$ cat config.mk
export PLATFORM = sky130hd
export DESIGN_NAME = bias_and_quantize
export DESIGN_NICKNAME = d
export VERILOG_FILES = /design/src/rtl/bias_and_quantize.sv
export SDC_FILE = /design/constraint.sdc
export NUM_CORES = 1
export LEC_CHECK = 0
export CORE_MARGIN = 3
export CORE_UTILIZATION = 44
export DETAILED_ROUTE_END_ITERATION = 16
export GPL_TIMING_DRIVEN = 0
export PLACE_DENSITY = 0.79
export SLEW_MARGIN = 20
export SYNTH_ARGS = -nofsm -noshare
export SYNTH_HDL_FRONTEND = slang
export SYNTH_SLANG_ARGS = --single-unit
$ cat constraint.sdc
create_clock -name clk -period 4 [get_ports clk]
set_input_delay 0.6 -clock clk [delete_from_list [all_inputs] [get_ports clk]]
set_output_delay 0.6 -clock clk [all_outputs]
set_load 0.05 [all_outputs]
$ cat src/rtl/bias_and_quantize.sv
// Post-accumulator output stage: adds a pre-scaled per-channel bias, applies ReLU,
// then rescales to an unsigned byte with round-half-up and saturation, registered.
module bias_and_quantize #(
  parameter int IN_W  = 18,
  parameter int B_W   = 8,
  parameter int OUT_W = 8,
  parameter int SHIFT = 9
) (
  input  logic                    clk,
  input  logic                    rst,
  input  logic                    in_valid,
  input  logic signed [IN_W-1:0]  dout_relu,
  input  logic signed [B_W-1:0]   bias,
  output logic                    out_valid,
  output logic [OUT_W-1:0]        dout
);

  // Handshake: in_valid qualifies dout_relu/bias for one edge; there is no ready,
  // every cycle is accepted. out_valid pulses for exactly the cycle after an accepted
  // input, and dout holds its last value whenever out_valid is low (except after rst).

  localparam int INT_W = IN_W + 2;
  localparam logic [INT_W-1:0] HALF  = INT_W'(1) << (SHIFT - 1);
  localparam logic [INT_W-1:0] Q_MAX = INT_W'((1 << OUT_W) - 1);

  logic signed [INT_W-1:0] bias_ext;
  logic signed [INT_W-1:0] acc_ext;
  logic signed [INT_W-1:0] b_s;
  logic signed [INT_W-1:0] sum;
  logic [INT_W-1:0]        r;
  logic [INT_W-1:0]        r_rnd;
  logic [INT_W-1:0]        q_full;
  logic [OUT_W-1:0]        dout_next;

  assign bias_ext = {{(INT_W - B_W){bias[B_W-1]}}, bias};
  assign acc_ext  = {{(INT_W - IN_W){dout_relu[IN_W-1]}}, dout_relu};
  assign b_s      = bias_ext <<< SHIFT;
  assign sum      = acc_ext + b_s;

  // r is non-negative after ReLU, so the rescale is a plain logical shift.
  assign r         = sum[INT_W-1] ? '0 : sum;
  assign r_rnd     = r + HALF;
  assign q_full    = r_rnd >> SHIFT;
  assign dout_next = (q_full > Q_MAX) ? '1 : q_full[OUT_W-1:0];

  always_ff @(posedge clk) begin
    if (rst) begin
      out_valid <= 1'b0;
      dout      <= '0;
    end else begin
      out_valid <= in_valid;
      if (in_valid) begin
        dout <= dout_next;
      end
    end
  end

endmodule

**After elaboration in Yosys (flattened, before gate mapping)**

Cells that the tools add are included.

- Register bits after elaboration: 9
- Bits in latches: 0
- Bits in writable memories: 0
- Memory bits (read-only): 0
- Output and inout port bits: 9
- Memories: 0

- Add/subtract/negate cells: 2
- Multiply operators: 0
- Divide/modulo/power cells: 0
- Magnitude comparators: 1
- Equal/unequal tests: 0
- Shifts and indexed selects: 0
- Multiplexer cells: 2
- Bitwise logic cells: 0
- Reductions and logical operators: 0

Operators with widths:

| cell | number |
|---|---|
| $add A19 B9 Y20 const B | 1 |
| $add A18 B17 Y19 | 1 |
| $mux W19 | 1 |
| $gt A11 B8 Y1 const B | 1 |
| $mux W8 | 1 |

**Longest topological paths before layout**

Gate-level depths: netlist (run 1).

- Word-level depth: 5
- Mapped depth: 13
- Depth with buffers taken out: 13

**Worst setup path before layout (run 1)**

OpenSTA, ideal clock, no wires.

- Path kind: input -> register
- Start: in dout_relu[15]
- End: reg dout[7]
- Library setup time: 141 ps
- Arrival time: 3035 ps
- Data required time: 3859 ps
- Slack: 823 ps
- Cell stages on the path: 13
- Path buffers: 0
- Cells stage by stage: ha_1 nand2_1 o21ai_0 nand2_1 o21ai_1 and2_1 ha_1 nand3b_1 inv_1 nand3_1 or4_2 nand3_1 a211oi_2

- Cells in the longest elaborated chain, start to end: 5

RTL lines:

| element | line | source |
|---|---|---|
| start, declared | 12 | `input logic signed [IN_W-1:0] dout_relu,` |
| $add A18 B17 Y19 (*) | 38 | `assign sum = acc_ext + b_s;` |
| $mux W19 (*) | 41 | `assign r = sum[INT_W-1] ? '0 : sum;` |
| $add A19 B9 Y20 (*) | 42 | `assign r_rnd = r + HALF;` |
| $gt A11 B8 Y1 | 44 | `assign dout_next = (q_full > Q_MAX) ? '1 : q_full[OUT_W-1:0];` |
| $mux W8 (*) | 44 |  |
| end signal, assigned | 53 | `dout <= dout_next;` |
| end, declared | 15 | `output logic [OUT_W-1:0] dout` |

Every way passes the cells marked *; elsewhere a longest branch is shown, timed or not.
A chain may end at the register's enable or synchronous reset.

**Worst setup path in the final report (run 1)**

Same ends and word-level chain as after synthesis.

==> impl_metrics.csv, run 1 <==
group,metric,value,unit
run_status,status,"finished clean",
floorplanning,coreArea,2080,sq um
placement,port_buffers,27,
grt,antenna_found_initial,0,
grt,grtUsageMet1,17.2,%
grt,met2_usage,30.7,%
timing,setup_viol_count_final,0,
synth,yosysTopAreaCell,"dfxtp_1",
grt,grt_pass1_vias,909,
floorplanning,dieArea,2970,sq um
clock_tree,cts-root-buf,"clkbuf_4",
final_layout,final_area,1370,sq um
timing,slew_violations,0,
final_layout,nNetsFinal,192,
job,maxCapViolations,0,
timing,skew,0,ns
synth,yosysTopAreaCellShare,17.4,%
synth,synthTopCellsByArea,"dfxtp_1 (17%), ha_1 (12%), a211oi_2 (11%), xnor2_1 (5.9%), nor2_1 (5.8%)",
clock_tree,cts_tree,"built",
floorplanning,die_h,54.5,um
clock_tree,clk_pin_slew_worst_paths,0.05,ns
critical_path,crit_arrival,3.72,ns
pwr,p_leak,0.000527,uW
synth,synth_cell_types,41,
clock_tree,cts_max_level,1,
critical_path,cp.required,4.11,ns
grt,met3_usage,1.09,%
routing,vias,960,
floorplanning,io_pins,38,
routing,post-route-drc-count,0,
synth,synth_edf_count,0,
timing,relSlewSlack,60.2,%
synth,synth_cells,120,
synth,avgSynthCellArea,8.61,sq um
timing,timing.fmax,277,MHz
final_layout,layout-drive-gt1-share,15.9,%
routing,post_drt_via_cell_ratio,5.39,
final_layout,fillCellCount,190,
routing,dr.first_iter.drc_count,10,
grt,top_usage_layer,"met2",
final_layout,area_growth_syn_to_layout,32.3,%
floorplanning,initial_core_util,49.6,%
routing,routed_wl,2130,um
clock_tree,clockBufferDepth,2,
pwr,ir_worst_vdd,0.000207,V
critical_path,cp-start-kind,"primary input",
floorplanning,rows,16,
synth,synth-seq-cells,9,
critical_path,cp-end-kind,"flop",
floorplanning,die_w,54.5,um
worst_hold_path,hold_path.class,"reg -> reg",
routing,detail-route-antenna-nets,0,
grt,grt_pass1_wl,3570,um
timing,finalSetupTns,0,ns
routing,dr.pass1.iters,4,
grt,grt_overflow_total,0,
pwr,powerDensity,290,nW/um^2
synth,syn_area,1030,sq um
clock_tree,cts_inserted_buffers,3,
clock_tree,post_cts_buffers,0,
clock_tree,clk_latency,0.26,ns
synth,yosysSeqAreaShare,17.4,%
synth,ys_warn_count,0,
synth,synth_fp_nets,160,
grt,grt_max_degree,11,
timing,worstMarginPinSlew,0.597,ns
timing,rsz0062_at_grt,"false",
critical_path,crit_type,"in -> reg",
routing,wl_per_cell,12.0,um
timing,period_share,90.2,%
timing,min_period,3.61,ns
placement,placed_area,1340,sq um
final_layout,diodes,0,
critical_path,path_max_fanout,9,
clock_tree,numClockSinks,9,
timing,hold_viol,0,
synth,synth_top_flop_cell,"dfxtp_1",
grt,track_usage,15.8,%
placement,dp_hpwl,1840,um
placement,place.gp.congestion,0.802,
synth,async_flop_share,0,%
[critical path, stage by stage]
cell,delay (ns)
clkdlybuf4s50_1,0.40
ha_1,0.41
nand2_1,0.07
o21ai_0,0.26
nand2_1,0.15
o21ai_2,0.31
and2_1,0.18
ha_1,0.18
nand3b_1,0.12
inv_1,0.12
nand3_1,0.14
or4_2,0.57
nand3_1,0.13
a211oi_2,0.07
[placed cells by master, fill, tap and decap left out, drive strengths merged, types with 2 or more instances in the layout]
cell and n:
clkdlybuf4s50 27, nor2 16, ha 10, a211oi 10
inv 9, dfxtp 9, nand2 8, o21ai 8
xnor2 7, clkbuf 6, nand3 5, nand3b 3
nand2b 2, and2 2, o211ai 2, nor2b 2
xor2 2, or2 2, o31ai 2
[logic make-up after synthesis]
family,Yosys count,share of synthesized area [%]
DFF,9,17.4
AOI/OAI and AO/OA,30,26.4
muxes,1,2.18
xor gates and xnor gates,9,7.63
adders and majority gates,11,14.0
buffers and inverters,11,4.00
and+or+nand+nor,49,28.3
[timing repair]
| action | 4_1_cts | 5_1_grt |
|---|---|---|
| gates resized for setup | 0 | 1 |
| hold buffers | 0 | 0 |
| endpoints found under the setup margin | 0 | 1 |
[sequential cells by signal, indices dropped and copies added, names as in the netlist]
register / flops
out_valid: 1
dout: 8
[layer usage]
layer	up-vias	routed length (um)
li1	496	-
met1	430	890
met2	28	1070
met3	6	117
met4	0	54
met5	-	0
[power breakdown]
part	internal (uW)	total, uW	switching [uW]
Combinational	96.5	224	128
Clock	38.3	68.4	30.0
Sequential	99.5	104	4.71
Total	234	397	162
[through the flow]
stage / total power [uW] / utilization (%) / hold WS [ns] / cells / setup WS, ns
global placement: 324 / 64.2 / 0.498 / 174 / 0.0581
finish: 397 / 65.7 / 0.509 / 178 / 0.392
CTS: 399 / 65.5 / 0.511 / 178 / 0.231
global route: 424 / 65.7 / 0.536 / 178 / 0.0891
detailed placement: 329 / 64.2 / 0.490 / 174 / -0.0283
floorplan: 271 / - / 0.725 / 120 / 0.823
[synthesized netlist by cell type (2+ instances only)]
cell	instances
xnor2_1	7
o21ai_0	6
o21ai_1	2
clkbuf_1	2
nand2b_1	2
inv_1	9
o211ai_1	2
ha_1	10
nand3_1	5
nand2_1	8
and2_1	2
xor2_1	2
dfxtp_1	9
nor2b_1	2
nand3b_1	3
nor2_1	16
a211oi_2	9
[final cells by class]
| class | instances | area, sq um | area share, % |
|---|---|---|---|
| Buffer | 2 | 7.51 | 0.549 |
| Clock buffer | 4 | 26.3 | 1.92 |
| Inverter | 9 | 33.8 | 2.47 |
| Multi-Input combinational cell | 100 | 816 | 59.7 |
| Sequential cell | 9 | 180 | 13.2 |
| Tap cell | 27 | 33.8 | 2.47 |
| Timing Repair Buffer | 27 | 270 | 19.8 |
[path summary, 6_finish.rpt]
check	start	endpoint	slack, ns	cells past startpoint
min reg2reg	dout[6]	dout[6]	0.51	2
max	dout_relu[15]	dout[7]	0.39	14
max reg2reg	dout[1]	dout[1]	3.33	2
min	dout[6]	dout[6]	0.51	2
Note: power is estimated with default switching activity, not from simulation.
==> inputs of run 2 (changes only) <==
- GPL_ROUTABILITY_DRIVEN: not set -> 0
==> results of run 2 <==
Same layout as run 1: the final DEF is identical, and so are final timing and power.
==> inputs of run 3 (changes only) <==
- CORE_UTILIZATION: 44 -> 48
- PLACE_DENSITY: 0.79 -> 0.86
- SKIP_LAST_GASP: not set -> 1
- clock period: 4 -> 4.7 ns (I/O delays scaled with it)
==> run 3 against run 2 <==
  * Non-clock buffer count unchanged
  * Final area shrank 0.27%
  * Die area decreased by 7.4%
  * Clock-buffer cell count is the same
  * Clock power down 16%
  * Register-to-register slack better by 0.71 ns
  * Sequential power is 15% lower
  * Wire length grew 2.1%
  * Critical path type unchanged
  * Critical endpoint unchanged
  * Largest power group unchanged
  * Highest routed layer unchanged
==> impl_metrics.csv, run 3 (same netlist as run 1, synthesis figures left out) <==
group,metric,value,unit
routing,routed_wl,2180,um
timing,hold_viol,0,
pwr,seqPwrFrac,26.1,%
clock_tree,numClockSinks,9,
critical_path,crit_arrival,3.97,ns
floorplanning,io_pins,38,
final_layout,layout-drive-gt1-share,15.2,%
floorplanning,coreArea,2000,sq um
grt,grt_overflow_total,0,
timing,worstMarginPinSlew,0.570,ns
grt,track_usage,18.0,%
worst_hold_path,hold_path.class,"reg -> reg",
critical_path,cpMaxStageDelayCell,"or4_2",
critical_path,cp_cell_sequence,"clkdlybuf4s50_1 > ha_1 > o21ai_1 > o21ai_0 > nand2_1 > o21ai_1 > and2_1 > ha_1 > nand3b_1 > inv_1 > nand3_1 > or4_2 > nand3_1 > a211oi_2",
timing,timing.fmax,260,MHz
clock_tree,cts_tree,"built",
grt,grt_pass1_wl,3800,um
run_status,status,"finished clean",
clock_tree,cts_hold_buffers,0,
pwr,powerDensity,248,nW/um^2
final_layout,largest-register,"dout",
final_layout,area_growth_syn_to_layout,32.0,%
clock_tree,clk_latency,0.25,ns
critical_path,critPathMaxStageDelay,0.57,ns
timing,finalSetupTns,0,ns
routing,wl_per_cell,12.2,um
timing,period_share,82.0,%
critical_path,cp-end-kind,"flop",
critical_path,cp.required,4.82,ns
timing,holdWs,0.527,ns
final_layout,diodes,0,
final_layout,largest_register_ffs,8,
pwr,p_leak,0.000526,uW
routing,dr.pass1.iters,4,
final_layout,mostFrequentLayoutCell,"clkdlybuf4s50_1",
clock_tree,clk_pin_slew_worst_paths,0.05,ns
critical_path,path_max_fanout,9,
pwr,total_power,338,uW
clock_tree,cts_resized,0,
floorplanning,initial_core_util,51.6,%
grt,grt_pass1_vias,980,
floorplanning,rows,16,
clock_tree,cts-root-buf,"clkbuf_4",
grt,antenna_found_initial,0,
final_layout,top_regs,"dout (8), out_valid (1)",
final_layout,final_cell_mix,"clkdlybuf4s50_1 (27), nor2_1 (16), ha_1 (10)",
pwr,p_sw,139,uW
placement,dp_hpwl,1890,um
floorplanning,die_w,52.4,um
final_layout,nNetsFinal,192,
floorplanning,dieArea,2750,sq um
timing,skew,0,ns
floorplanning,die_h,52.4,um
critical_path,cp-start-kind,"primary input",
timing,relSlewSlack,62.0,%
pwr,p_clk_share,16.9,%
pwr,ir_worst_vdd,0.000144,V
clock_tree,cts_inserted_buffers,3,
routing,post_drt_via_cell_ratio,5.47,
clock_tree,clockBufferDepth,2,
timing,min_period,3.85,ns
routing,post-route-drc-count,0,
timing,slew_violations,0,
placement,port_buffers,27,
critical_path,crit_type,"in -> reg",
routing,vias,973,
routing,dr.first_iter.drc_count,8,
pwr,p_int,199,uW
clock_tree,cts_max_level,1,
routing,detail-route-antenna-nets,0,
pwr,power_switching_share,41.0,%
job,maxCapViolations,0,
timing,rsz0062_at_grt,"false",
pwr,p_comb_share,56.9,%
grt,grt_max_degree,11,
clock_tree,post_cts_buffers,0,
timing,setup_viol_count_final,0,
[run 3: final timing paths]
check / depth (start not counted) / start / endpoint / slack, ns
min: 2 / dout[5] / dout[5] / 0.53
max: 14 / dout_relu[11] / dout[7] / 0.85
max reg2reg: 2 / dout[5] / dout[5] / 4.04
min reg2reg: 2 / dout[5] / dout[5] / 0.53
[run 3: power groups by stage]
stage          logic (uW)  registers, uW  clock network [uW]
4_1_cts               194           88.3                57.5
2_1_floorplan         112            119                   0
3_3_place_gp          185           89.8                   0
6_report              192           88.2                57.2
5_1_grt               209           89.2                64.2
3_5_place_dp          192           89.9                   0
[run 3: final cells by class]
class / instances / area (sq um)
multi-input combinational: 100 / 812
fill: 171 / 638
timing repair buffer: 27 / 270
sequential: 9 / 180
inverter: 9 / 33.8
tap: 27 / 33.8
clock buffer: 4 / 26.3
buffer: 2 / 7.51
[run 3: stage by stage]
| step | utilization, % | setup slack, ns | std cells | area, sq um |
|---|---|---|---|---|
| 6_report | 68.1 | 0.847 | 178 | 1360 |
| 3_5_place_dp | 66.8 | 0.587 | 174 | 1340 |
| 3_3_place_gp | 66.8 | 0.667 | 174 | 1340 |
| 2_1_floorplan | - | 1.42 | 120 | 1030 |
| 5_1_grt | 68.1 | 0.609 | 178 | 1360 |
| 4_1_cts | 68.1 | 0.842 | 178 | 1360 |
[run 3: critical path: cells and delay by family]
kind	cells	cell delay [ns]
AND/OR/NAND/NOR	6	1.30
AO/OA/AOI/OAI	4	0.92
buffers and inverters	2	0.52
adder cells (fa/ha/maj)	2	0.52
[run 3: layer usage]
metal | global-route usage, % | share of wire, %
met5 | 0 | 0
met4 | 7.23 | 2.8
met3 | 2.28 | 5.8
met2 | 35.3 | 52
met1 | 18.7 | 39
